File: config.mk
export PLATFORM = sky130hd
export DESIGN_NAME = pipeline_flush_ctrl
export DESIGN_NICKNAME = d
export VERILOG_FILES = /design/src/rtl/pipeline_flush_ctrl_pkg.sv /design/src/rtl/pipeline_flush_ctrl_sat_counter.sv /design/src/rtl/pipeline_flush_ctrl.sv
export SDC_FILE = /design/constraint.sdc
export NUM_CORES = 1
export LEC_CHECK = 0
export CAP_MARGIN = 25
export CORE_MARGIN = 5
export CORE_UTILIZATION = 39
export CTS_BUF_LIST = sky130_fd_sc_hd__clkbuf_8 sky130_fd_sc_hd__clkbuf_16
export CTS_CLUSTER_SIZE = 16
export DETAILED_ROUTE_END_ITERATION = 10
export PLACE_DENSITY = 0.77
export SLEW_MARGIN = 0
export SYNTH_ARGS = -nofsm -noshare
export SYNTH_HDL_FRONTEND = slang
export SYNTH_HIERARCHICAL = 1
export SYNTH_SLANG_ARGS = --single-unit
File: constraint.sdc
create_clock -name clk -period 2.1 [get_ports clk]
set_clock_uncertainty 0.1 [all_clocks]
set_input_delay 0.315 -clock clk [delete_from_list [all_inputs] [get_ports clk]]
set_output_delay 0.315 -clock clk [all_outputs]
set_load 0.02 [all_outputs]
File: src/rtl/pipeline_flush_ctrl_pkg.sv
// Shared opcodes and controller state encoding for the pipeline flush/stall controller.
package pipeline_flush_ctrl_pkg;

    localparam logic [6:0] OP_JAL    = 7'b1101111;
    localparam logic [6:0] OP_JALR   = 7'b1100111;
    localparam logic [6:0] OP_BRANCH = 7'b1100011;

    typedef enum logic [1:0] {
        IDLE  = 2'd0,
        FLUSH = 2'd1,
        STALL = 2'd2
    } state_e;

    function automatic int max_int(input int a, input int b);
        return (a > b) ? a : b;
    endfunction

endpackage

File: src/rtl/pipeline_flush_ctrl_sat_counter.sv
// Saturating event counter: counts inc pulses, frozen while hold is high, sticks at all-ones.
// 1-cycle update latency; no backpressure.
module sat_counter #(
    parameter int W = 16
) (
    input  logic         clk,
    input  logic         rst,
    input  logic         inc,
    input  logic         hold,
    output logic [W-1:0] count
);

    logic [W-1:0] count_q;
    logic [W-1:0] count_d;

    always_comb begin
        count_d = count_q;
        if (inc && !hold && (count_q != {W{1'b1}})) begin
            count_d = count_q + W'(1);
        end
    end

    always_ff @(posedge clk or posedge rst) begin
        if (rst) begin
            count_q <= '0;
        end else begin
            count_q <= count_d;
        end
    end

    assign count = count_q;

endmodule

File: src/rtl/pipeline_flush_ctrl.sv
// Redirect flush and load-use stall controller between EX and the IF/ID, ID/EX registers.
// Responds combinationally in the event cycle, registered continuation for the rest; hold freezes state.
module pipeline_flush_ctrl
    import pipeline_flush_ctrl_pkg::*;
#(
    parameter int XLEN         = 32,
    parameter int REG_W        = 5,
    parameter int FLUSH_CYCLES = 2,
    parameter int LOAD_STALL   = 1,
    parameter int CNT_W        = 16
) (
    input  logic             clk,
    input  logic             rst,
    input  logic [XLEN-1:0]  ex_instr,
    input  logic             ex_valid,
    input  logic             branch_result,
    input  logic             ex_is_load,
    input  logic [REG_W-1:0] ex_rd,
    input  logic [REG_W-1:0] id_rs1,
    input  logic [REG_W-1:0] id_rs2,
    input  logic             hold,
    output logic             nop_enable,
    output logic             redirect,
    output logic             stall,
    output logic             bubble,
    output logic [CNT_W-1:0] flush_count,
    output logic [CNT_W-1:0] stall_count
);

    localparam int MAXC = max_int(FLUSH_CYCLES, LOAD_STALL);
    localparam int CW   = $clog2(MAXC + 1);
    localparam logic [CW-1:0] FLUSH_RELOAD = CW'(FLUSH_CYCLES - 1);
    localparam logic [CW-1:0] STALL_RELOAD = CW'(LOAD_STALL - 1);
    localparam logic          FLUSH_MULTI  = (FLUSH_CYCLES > 1);
    localparam logic          STALL_MULTI  = (LOAD_STALL > 1);

    state_e        state_q, state_d;
    logic [CW-1:0] cnt_q, cnt_d;

    logic [6:0] opcode;
    logic       is_jump;
    logic       is_branch;
    logic       redirect_evt;
    logic       hazard_evt;

    logic       nop_c, redirect_c, stall_c;
    logic       take_redirect, take_hazard;

    assign opcode       = ex_instr[6:0];
    assign is_jump      = (opcode == OP_JAL) || (opcode == OP_JALR);
    assign is_branch    = (opcode == OP_BRANCH);
    assign redirect_evt = ex_valid && (is_jump || (is_branch && branch_result));
    assign hazard_evt   = ex_valid && ex_is_load && (ex_rd != '0) &&
                          ((ex_rd == id_rs1) || (ex_rd == id_rs2));

    // FLUSH ignores events: the instructions sitting in EX are already squashed.
    always_comb begin
        nop_c         = 1'b0;
        redirect_c    = 1'b0;
        stall_c       = 1'b0;
        take_redirect = 1'b0;
        take_hazard   = 1'b0;
        unique case (state_q)
            IDLE: begin
                if (redirect_evt) begin
                    nop_c         = 1'b1;
                    redirect_c    = 1'b1;
                    take_redirect = 1'b1;
                end else if (hazard_evt) begin
                    stall_c     = 1'b1;
                    take_hazard = 1'b1;
                end
            end
            FLUSH: begin
                nop_c = 1'b1;
            end
            STALL: begin
                if (redirect_evt) begin
                    nop_c         = 1'b1;
                    redirect_c    = 1'b1;
                    take_redirect = 1'b1;
                end else begin
                    stall_c = 1'b1;
                end
            end
            default: ;
        endcase
    end

    always_comb begin
        state_d = state_q;
        cnt_d   = cnt_q;
        if (!hold) begin
            unique case (state_q)
                IDLE: begin
                    if (take_redirect && FLUSH_MULTI) begin
                        state_d = FLUSH;
                        cnt_d   = FLUSH_RELOAD;
                    end else if (take_hazard && STALL_MULTI) begin
                        state_d = STALL;
                        cnt_d   = STALL_RELOAD;
                    end
                end
                FLUSH: begin
                    if (cnt_q == CW'(1)) begin
                        state_d = IDLE;
                        cnt_d   = '0;
                    end else begin
                        cnt_d = cnt_q - CW'(1);
                    end
                end
                STALL: begin
                    if (take_redirect) begin
                        state_d = FLUSH_MULTI ? FLUSH : IDLE;
                        cnt_d   = FLUSH_MULTI ? FLUSH_RELOAD : '0;
                    end else if (cnt_q == CW'(1)) begin
                        state_d = IDLE;
                        cnt_d   = '0;
                    end else begin
                        cnt_d = cnt_q - CW'(1);
                    end
                end
                default: begin
                    state_d = IDLE;
                    cnt_d   = '0;
                end
            endcase
        end
    end

    always_ff @(posedge clk or posedge rst) begin
        if (rst) begin
            state_q <= IDLE;
            cnt_q   <= '0;
        end else begin
            state_q <= state_d;
            cnt_q   <= cnt_d;
        end
    end

    // Combinational outputs are gated so nothing leaks out while reset is held.
    assign nop_enable = nop_c && !rst;
    assign redirect   = redirect_c && !rst;
    assign stall      = stall_c && !rst;
    assign bubble     = stall_c && !rst;

    sat_counter #(.W(CNT_W)) u_flush_cnt (
        .clk   (clk),
        .rst   (rst),
        .inc   (take_redirect),
        .hold  (hold),
        .count (flush_count)
    );

    sat_counter #(.W(CNT_W)) u_stall_cnt (
        .clk   (clk),
        .rst   (rst),
        .inc   (take_hazard),
        .hold  (hold),
        .count (stall_count)
    );

endmodule

==> metrics.md, run 1 <==
| Metric | Value |
|---|---|
| Cts-stage hold buffer count | 0 |
| Yosys top cell area share | 42.7% |
| Tmin final | 2090 ps |
| Library cells used by synthesis | 45 |
| DRC | 0 |
| Syn Area/Cell | 10.3 sq um |
| Worst Setup End Kind | flop |
| Final instance area | 3310 sq um |
| Number of port buffers | 63 |
| Chip Height | 83.5 um |
| PwrDens | 495 nW/um^2 |
| Initial core utilization | 40.8% |
| I/O pins | 89 |
| Period utilization | 99.3% |
| Type of origin of the critical path | input port |
| Drt wl/cell | 15.5 um |
| Die X-Extent | 83.5 um |
| CP peak stage delay | 470 ps |
| Total track usage | 17.0% |
| CP Class | input port to flop |
| Clock Latency Late Sink | 290 ps |
| Die area | 6980 sq um |
| Drt pass-1 iters | 4 |
| Placer congestion estimate | 0.837 |
| Inserted Clock Buffers | 5 |
| Total power | 1.64 mW |
| DRT Wirelength | 5.82 mm |
| Post-Syn Instances | 204 |
| Worst slew pin tran | 695 ps |
| Share of layout cells above drive strength 1 | 33.7% |
| Syn-to-layout area delta | 56.9% |
| Filler cells | 423 |
| Max-slew headroom | 53.3% |
| GRT overflow | 0 |
| Leakage | 1.55 nW |
| Slowest CP cell | or4_4 |
| Vias/cell | 5.26 |
| CTS clk-pin slew, worst paths | 70 ps |
| HPWL Detailed | 4.40 mm |
| Iter 0 DRT Violations | 62 |
| Syn Nets | 260 |
| Number of global-route vias before repair | 2044 |
| Hold WC Path Type | flop to flop |
| CTS Buffer Depth | 2 |
| Routed via count | 1979 |
| CTS tree | yes |
| Fraction of registers with async set/reset | 100% |
| Clock Sinks | 36 |
| CP required | 2220 ps |
| Ys flop type | dfrtp_1 |
| Peak supply drop | 0.000410 V |
| DP Cell Count | 359 |
| Post-synth EDFFs | 0 |
| Crit-path most repeated cell | buf_4 |
| Cell Area, Synth | 2110 sq um |
| Final #Nets | 361 |
| Data arrival time of the critical path | 2200 ps |
| Synth area leaders | dfrtp_1 43%, xor2_1 15%, nor3_1 4.3%, nand2_1 2.7%, nor2_1 2.1% |
| Cell taking the most area after synthesis | dfrtp_1 |
| Antenna cells | 0 |
| Initial antenna violation count | 0 |
| RSZ-0062 raised after global routing | true |
| Rows | 26 |
| Crit-path cells | buf_2, and4b_2, buf_6, o2111ai_4, buf_4, buf_4, nor2_4, nand4b_1, or4_4, nor3_2, xor2_1 |
| # setup viols final | 0 |
| Hold Slack | 393 ps |
| Post-DP Area | 3040 sq um |
| Pin count of the biggest net entering global routing | 17 |
| Post-synthesis sequential area ratio | 42.7% |
| Post-route ant nets | 0 |
| Final hold violation count | 0 |
| CTS Root Cell | clkbuf_8 |
| Fmax | 0.480 GHz |
| H-tree depth | 2 |
| Post-Layout Cell Count | 376 |
| Max-cap violations | 0 |
| Synthesized flop and latch total | 36 |
| Core area | 5170 sq um |
| Slew Viols, Final | 0 |
| Ys Warns | 6 |
| Status | completed |
| CP max FO | 3 |
| First-pass GRT wire length | 9.83 mm |
what timing repair did:
item,in CTS,in global routing
endpoints found under the setup margin,34,26
setup buffers,8,1
pin swaps,23,5
gates resized for setup,98,16
path summary, 6_finish.rpt:
kind                                    endpoint  slack (ps)                   from  cells after the start
min in group asynchronous             state_q[0]         430                    rst                      4
max                        u_flush_cnt/count[13]          10            ex_instr[4]                     11
max reg2reg                u_stall_cnt/count[10]          40             state_q[0]                      8
min reg2reg                u_flush_cnt/count[15]         390  u_flush_cnt/count[15]                      1
min                        u_flush_cnt/count[15]         390  u_flush_cnt/count[15]                      1
max in group asynchronous  u_stall_cnt/count[12]         930                    rst                      3
kinds of logic after synthesis:
| kind of cell | Yosys count | synth area share (%) |
|---|---|---|
| xor gates and xnor gates | 40 | 16.6 |
| DFF | 36 | 42.7 |
| AOI/OAI and AO/OA | 14 | 5.58 |
| muxes | 2 | 1.42 |
| adders and majority gates | 3 | 1.78 |
| and+or+nand+nor | 99 | 29.9 |
| buffers and inverters | 10 | 2.02 |
routing by layer:
metal | global-route usage (%) | wire length [um] | share of wire [%]
met1 | 21.5 | 2520 | 43
met4 | 5.26 | 104 | 1.8
met2 | 29.2 | 2930 | 50
met3 | 3.36 | 264 | 4.5
met5 | 0 | 0 | 0
registers in the layout (all words and copies together), names as in the netlist:
signal / cells
state_q: 2
cnt_q: 2
u_flush_cnt/count: 16
u_stall_cnt/count: 16
where the power goes:
| group | switching, mW | internal (mW) |
|---|---|---|
| logic | 0.176 | 0.196 |
| registers | 0.0361 | 0.727 |
| clock network | 0.244 | 0.258 |
| total | 0.456 | 1.18 |
synth_stat cells (all sizes together) (3+ instances only):
| library cell | instances |
|---|---|
| nand3 | 10 |
| nor3 | 18 |
| nor4b | 3 |
| nand4 | 8 |
| nand2 | 15 |
| dfrtp | 36 |
| xor2 | 36 |
| nand2b | 4 |
| nor2 | 14 |
| or3 | 3 |
| ha | 3 |
| nor4 | 9 |
| or4 | 4 |
| inv | 6 |
| xnor2 | 4 |
cell type report:
cell class | count | area (sq um) | share of cell area, %
Clock buffer | 6 | 82.6 | 2.50
Clock inverter | 2 | 7.51 | 0.227
Inverter | 6 | 22.5 | 0.681
Multi-Input combinational cell | 158 | 1360 | 40.9
Sequential cell | 36 | 901 | 27.2
Tap cell | 70 | 87.6 | 2.65
Timing Repair Buffer | 98 | 853 | 25.8
worst max-delay path: cells and delay by family:
family | cells | cell delay (ps)
xor+xnor | 1 | 150
compound gates | 1 | 110
simple gates | 5 | 1110
buf+inv | 4 | 510
through the flow:
step	setup WS (ps)	util, %	setup TNS, ps
2_1_floorplan	-26.2	-	-52.1
3_3_place_gp	-671	58.8	-15760
3_5_place_dp	-725	58.8	-17850
4_1_cts	-46.3	62.8	-186
5_1_grt	-70.7	64.0	-489
6_report	14.7	64.0	0
layout by cell type (no fill, tap or decap), types with 3 or more instances in the layout:
master / Yosys / routed
xnor2_1: 4 / 4
nor2_2: 2 / 3
dlygate4sd2_1: 0 / 10
nor4_4: 2 / 3
nand4_1: 6 / 6
buf_4: 1 / 31
ha_1: 3 / 3
or4_4: 2 / 4
xor2_1: 36 / 36
dfrtp_1: 36 / 36
nor4_1: 7 / 4
nor3_2: 0 / 8
clkdlybuf4s50_1: 0 / 34
nor3_1: 18 / 7
clkdlybuf4s15_1: 0 / 3
nand2_1: 15 / 14
nor2_1: 12 / 9
buf_2: 1 / 9
clkbuf_8: 0 / 6
inv_1: 5 / 6
nor3_4: 0 / 3
buf_6: 0 / 8
nand3_1: 8 / 8
nand2b_1: 4 / 4
Note: power is estimated with default switching activity, not from simulation.
==> inputs of run 2 (changes only) <==
Settings changed: CTS_CLUSTER_SIZE 16 to unset.
==> results of run 2 <==
No change in the layout: final DEF, timing and power equal those of run 1.
